===== config.mk =====
export PLATFORM = sky130hd
export DESIGN_NAME = cic_decim_ctrl_flat
export DESIGN_NICKNAME = d
export VERILOG_FILES = /design/src/rtl/cic_decim_ctrl_if.sv /design/src/rtl/cic_decim_ctrl.sv /design/src/flat_wrapper.sv
export SDC_FILE = /design/constraint.sdc
export NUM_CORES = 1
export LEC_CHECK = 0
export ABC_CLOCK_PERIOD_IN_PS = 1700
export BUFFER_PORTS_ARGS = -buffer_cell sky130_fd_sc_hd__buf_2
export CELL_PAD_IN_SITES_DETAIL_PLACEMENT = 1
export CELL_PAD_IN_SITES_GLOBAL_PLACEMENT = 1
export CORE_MARGIN = 3
export CORE_UTILIZATION = 33
export DETAILED_ROUTE_END_ITERATION = 6
export PLACE_DENSITY = 0.8
export SKIP_LAST_GASP = 1
export SLEW_MARGIN = 30
export SYNTH_ARGS = -nofsm -noshare
export SYNTH_HDL_FRONTEND = slang
export SYNTH_SLANG_ARGS = --single-unit

===== constraint.sdc =====
create_clock -name clk -period 1.7 [get_ports clk]
set_input_delay 0.085 -clock clk [delete_from_list [all_inputs] [get_ports clk]]
set_output_delay 0.085 -clock clk [all_outputs]
set_load 0.02 [all_outputs]

===== src/rtl/cic_decim_ctrl_if.sv =====
// Handshake and control bundle between the CIC sequencing controller and
// the sample source / integrator / comb stages it drives.
// slave  : the controller side (takes configuration and samples).
// master : the source/datapath side.
interface cic_decim_ctrl_if #(
  parameter int R_BITS = 7
);
  logic [R_BITS-1:0] cfg_ratio;
  logic              cfg_valid;
  logic              cfg_ready;
  logic              in_valid;
  logic              integ_en;
  logic              integ_clr;
  logic              comb_en;
  logic              out_valid;
  logic              busy;
  logic [R_BITS-1:0] ratio_q;
  logic              cfg_err;

  modport slave (
    input  cfg_ratio, cfg_valid, in_valid,
    output cfg_ready, integ_en, integ_clr, comb_en, out_valid,
           busy, ratio_q, cfg_err
  );

  modport master (
    output cfg_ratio, cfg_valid, in_valid,
    input  cfg_ready, integ_en, integ_clr, comb_en, out_valid,
           busy, ratio_q, cfg_err
  );
endinterface


===== src/rtl/cic_decim_ctrl.sv =====
// CIC decimation sequencing controller.
// Holds the runtime ratio, gates the integrators, issues the decimation
// strobe to the comb chain and masks comb outputs until STAGES strobes have
// flushed the comb pipeline after every (re)configuration.
// Optional feature macro: CIC_CTRL_DROP_CNT_EN adds a saturating 16-bit
// count of in_valid cycles that were not qualified (drop_cnt).
module cic_decim_ctrl #(
  parameter int MAX_R  = 64,
  parameter int R_BITS = $clog2(MAX_R) + 1,
  parameter int STAGES = 3
) (
  input  logic              clk,
  input  logic              rst_n,
  cic_decim_ctrl_if.slave   bus
`ifdef CIC_CTRL_DROP_CNT_EN
  ,
  output logic [15:0]       drop_cnt
`endif
);

  localparam int SC_W = $clog2(STAGES + 1);

  typedef enum logic [1:0] {IDLE, CLEAR, SETTLE, RUN} state_t;

  state_t            state, state_nxt;
  logic [R_BITS-1:0] phase;
  logic [R_BITS-1:0] phase_inc;
  logic [SC_W-1:0]   settle_cnt;
  logic [R_BITS-1:0] ratio_q;

  logic cfg_ready;
  logic accept;
  logic legal;
  logic q;
  logic strobe;

  logic integ_clr_p1;
  logic comb_en_p1;
  logic out_valid_p1;
  logic cfg_err_p1;

  // Saturating +1 used by the drop counter.
  function automatic logic [15:0] sat_inc16(input logic [15:0] v);
    return (v == 16'hFFFF) ? v : v + 16'd1;
  endfunction

  // Handshake, sample qualification and next-state decode.
  always_comb begin
    state_nxt = state;
    cfg_ready = (state != CLEAR);
    accept    = bus.cfg_valid && cfg_ready;
    legal     = (bus.cfg_ratio >= R_BITS'(1)) && (bus.cfg_ratio <= R_BITS'(MAX_R));
    // Reconfiguration wins over data: an accept cycle never qualifies a sample.
    q         = bus.in_valid && ((state == SETTLE) || (state == RUN)) && !accept;
    strobe    = q && (phase == '0);
    phase_inc = phase + R_BITS'(1);

    unique case (state)
      IDLE:   if (accept && legal) state_nxt = CLEAR;
      CLEAR:  state_nxt = SETTLE;
      SETTLE: begin
        if (accept && legal)
          state_nxt = CLEAR;
        else if (strobe && (settle_cnt == SC_W'(STAGES - 1)))
          state_nxt = RUN;
      end
      RUN:    if (accept && legal) state_nxt = CLEAR;
      default: state_nxt = IDLE;
    endcase
  end

  // State, ratio, phase/settle counters and registered strobes.
  always_ff @(posedge clk) begin
    if (!rst_n) begin
      state        <= IDLE;
      phase        <= '0;
      settle_cnt   <= '0;
      ratio_q      <= '0;
      integ_clr_p1 <= 1'b0;
      comb_en_p1   <= 1'b0;
      out_valid_p1 <= 1'b0;
      cfg_err_p1   <= 1'b0;
    end else begin
      state        <= state_nxt;
      integ_clr_p1 <= accept && legal;
      cfg_err_p1   <= accept && !legal;
      comb_en_p1   <= strobe;
      out_valid_p1 <= strobe && (state == RUN);

      if (accept && legal)
        ratio_q <= bus.cfg_ratio;

      if (state == CLEAR) begin
        phase      <= '0;
        settle_cnt <= '0;
      end else if (q) begin
        phase <= (phase_inc == ratio_q) ? '0 : phase_inc;
        if (strobe && (state == SETTLE))
          settle_cnt <= settle_cnt + SC_W'(1);
      end
    end
  end

`ifdef CIC_CTRL_DROP_CNT_EN
  // Count upstream samples that arrived while the integrators were gated.
  always_ff @(posedge clk) begin
    if (!rst_n)
      drop_cnt <= '0;
    else if (bus.in_valid && !q)
      drop_cnt <= sat_inc16(drop_cnt);
  end
`endif

  assign bus.cfg_ready = cfg_ready;
  assign bus.integ_en  = q;
  assign bus.integ_clr = integ_clr_p1;
  assign bus.comb_en   = comb_en_p1;
  assign bus.out_valid = out_valid_p1;
  assign bus.busy      = (state == CLEAR) || (state == SETTLE);
  assign bus.ratio_q   = ratio_q;
  assign bus.cfg_err   = cfg_err_p1;

endmodule


===== src/flat_wrapper.sv =====
// flat-port wrapper written by rule: the top's interface ports become plain ports
module cic_decim_ctrl_flat 
#(
  parameter int MAX_R  = 64,
  parameter int R_BITS = $clog2(MAX_R) + 1,
  parameter int STAGES = 3
)
  (clk, rst_n, bus_cfg_ratio, bus_cfg_valid, bus_in_valid, bus_cfg_ready, bus_integ_en, bus_integ_clr, bus_comb_en, bus_out_valid, bus_busy, bus_ratio_q, bus_cfg_err);
  cic_decim_ctrl_if #(.R_BITS(R_BITS)) bus_i ();
  input  logic clk;
  input  logic rst_n;
  input wire logic [$bits(bus_i.cfg_ratio)-1:0] bus_cfg_ratio;
  input wire logic [$bits(bus_i.cfg_valid)-1:0] bus_cfg_valid;
  input wire logic [$bits(bus_i.in_valid)-1:0] bus_in_valid;
  output wire logic [$bits(bus_i.cfg_ready)-1:0] bus_cfg_ready;
  output wire logic [$bits(bus_i.integ_en)-1:0] bus_integ_en;
  output wire logic [$bits(bus_i.integ_clr)-1:0] bus_integ_clr;
  output wire logic [$bits(bus_i.comb_en)-1:0] bus_comb_en;
  output wire logic [$bits(bus_i.out_valid)-1:0] bus_out_valid;
  output wire logic [$bits(bus_i.busy)-1:0] bus_busy;
  output wire logic [$bits(bus_i.ratio_q)-1:0] bus_ratio_q;
  output wire logic [$bits(bus_i.cfg_err)-1:0] bus_cfg_err;
  assign bus_i.cfg_ratio = bus_cfg_ratio;
  assign bus_i.cfg_valid = bus_cfg_valid;
  assign bus_i.in_valid = bus_in_valid;
  assign bus_cfg_ready = bus_i.cfg_ready;
  assign bus_integ_en = bus_i.integ_en;
  assign bus_integ_clr = bus_i.integ_clr;
  assign bus_comb_en = bus_i.comb_en;
  assign bus_out_valid = bus_i.out_valid;
  assign bus_busy = bus_i.busy;
  assign bus_ratio_q = bus_i.ratio_q;
  assign bus_cfg_err = bus_i.cfg_err;
  cic_decim_ctrl #(.MAX_R(MAX_R), .R_BITS(R_BITS), .STAGES(STAGES)) u_core (.clk(clk), .rst_n(rst_n), .bus(bus_i));
endmodule

==> metrics.csv <==
metric,value,unit
endpoint_kind,register,
clk_latency,0.27,ns
p_total,1.73,mW
reg2reg_depth,6,
hpwl,2610,µm
grt_pass1_vias,1226,
clk_pin_slew,0.09,ns
slew_violations,0,
synth_area_per_cell,9.14,µm²
rrSetupSlack,-0.22,ns
initial_utilization,35.8,%
synth_cell_types,41,
setup_viol,7,
synth_edf_count,0,
row_count,21,
drive_above_1_share,40.3,%
cts-root-buf,clkbuf_8,
num_antenna_cells,0,
avgRoutedWirePerCell,16.6,µm
ys.flop_type,dfxtp_1,
area_growth,37.2,%
overflow,0,
grt_max_degree,14,
critical_path_class,register to register,
dr_total_vias,1150,
antenna_left,0,
period_minus_slack,1.92,ns
rsz0062_at_grt,true,
violations,setup timing,
hold_buffers,0,
routed_wl,3690,µm
hp-class,input port to register,
gp_congestion,0.799,
p_leak,0.702,nW
drtIter0Drc,40,
fin_crit_sh,113,%
grt_pass1_wl,5970,µm
timing.final.ws_setup,-0.221,ns
fin_skew,0.00758,ns
dp_cells,212,
core,0.00347,mm²
status,finished with violations,
instances_no_fill,222,
max-vdd-ir-drop,0.430,mV
synthesis.area,0.00124,mm²
final-hold-violation-count,0,
synth-seq-cells,22,
min-delay-start,bus_cfg_valid,
max_freq,0.521,GHz
dr.pass1.iters,4,
synthCells,136,
final_common_cell,buf_2,
utilization,49.1,%
fin_hold_ws,0.0589,ns
drc,0,
tns,-1.23,ns
grt_usage,17.4,%
worstReg2RegEnd,u_core.phase[0],
die_h,67.4,µm
worstSetupStartpointType,register,
synthArstFlopShare,0,%
nets,195,
tightest_slew,0.371,ns
maxCapViolations,0,
die-area,0.00454,mm²
post-place-ws,-0.155,ns
htreeDepth,1,
numCtsBuffers,3,
pin_count,25,
min_to,u_core.bus.cfg_err,
fin_area,0.00170,mm²
cts_tree,built,
die_w,67.4,µm
dpl_cell_area,0.00150,mm²
p_per_area,1020,mW/mm²
worstPathArrival,2.07,ns
r2r-start,u_core.phase[1],
whs_path_depth,3,
critPathRequiredTime,1.85,ns
yosys_warnings,0,
syn_nets,154,
clock_path_buffers,2,
final_cell_mix,"buf_2 (23), dfxtp_1 (16), buf_4 (14)",
viasPerCell,5.18,
clock_sinks,22,
slew_headroom,75.2,%
port_buffers,24,
yosysSeqAreaShare,35.4,%
antenna_found_initial,0,
path_max_fanout,6,
[Yosys cell counts, drive strengths merged, types with 3 or more instances]
| master | instances | area (µm²) |
|---|---|---|
| dfxtp | 22 | 440 |
| inv | 10 | 37.5 |
| nor2b | 9 | 56.3 |
| nor3 | 9 | 50.1 |
| nand2 | 8 | 30.0 |
| xnor2 | 8 | 70.1 |
| ha | 7 | 87.6 |
| o21ai | 7 | 35.0 |
| mux2i | 6 | 60.1 |
| nor2 | 6 | 22.5 |
| xor2 | 6 | 52.6 |
| and3 | 4 | 25.0 |
| buf | 3 | 21.3 |
| nand3 | 3 | 15.0 |
| o311ai | 3 | 26.3 |
[cell families after synthesis]
family	share of synthesized area [%]
and+or+nand+nor	25.8
buffers and inverters	5.04
xor gates and xnor gates	9.87
AOI/OAI and AO/OA	12.0
DFF	35.4
muxes	4.83
adders and majority gates	7.05
[worst max-delay path by stage]
| stage | start | to | slack [ns] | cells after the start |
|---|---|---|---|---|
| 2_1_floorplan | u_core.phase[0] | u_core.phase[0] | -0.02 | 6 |
| 3_3_place_gp | u_core.phase[1] | u_core.phase[0] | -0.06 | 7 |
| 3_5_place_dp | u_core.phase[1] | u_core.phase[0] | -0.15 | 7 |
| 4_1_cts | u_core.phase[1] | u_core.phase[3] | -0.15 | 6 |
| 5_1_grt | u_core.phase[1] | u_core.phase[0] | -0.27 | 6 |
| 6_report | u_core.phase[1] | u_core.phase[0] | -0.22 | 6 |
[where the power goes]
part	leakage [nW]	internal [mW]	switching (mW)	total [mW]
Clock	0.0288	0.207	0.183	0.390
Sequential	0.182	0.566	0.0511	0.617
Combinational	0.491	0.329	0.395	0.724
Total	0.702	1.10	0.629	1.73
[worst max-delay path, cell delays in order, from the launching register on]
cell and delay (ns):
dfxtp_4 0.38, ha_4 0.18, nor2b_1 0.13, or3_1 0.32
a311o_1 0.36, o311ai_2 0.34, a21oi_1 0.09
[flip-flops by register name (all words and copies together) (netlist names)]
| register | cells |
|---|---|
| u_core.bus.cfg_err | 1 |
| u_core.bus.integ_clr | 1 |
| u_core.bus.comb_en | 1 |
| u_core.bus.out_valid | 1 |
| u_core.bus.ratio_q | 7 |
| u_core.settle_cnt | 2 |
| u_core.state | 2 |
| u_core.phase | 7 |
[layout make-up]
type | instances | area, µm²
multi-input combinational | 100 | 847
sequential | 22 | 453
fill | 415 | 1760
clock buffer | 4 | 55.1
timing repair buffer | 40 | 254
tap | 46 | 57.6
inverter | 10 | 37.5
[layer usage]
layer  global-route usage, %  share of wire, %
met4                    6.58               2.0
met5                       0                 0
met1                    20.7                43
met2                    31.9                53
met3                    1.83               2.2
[timing repair]
action,in CTS,in global routing
buffers inserted,3,3
setup endpoints to repair,17,18
gates resized for setup,10,13
pin swaps,3,3
Note: power is estimated with default switching activity, not from simulation.
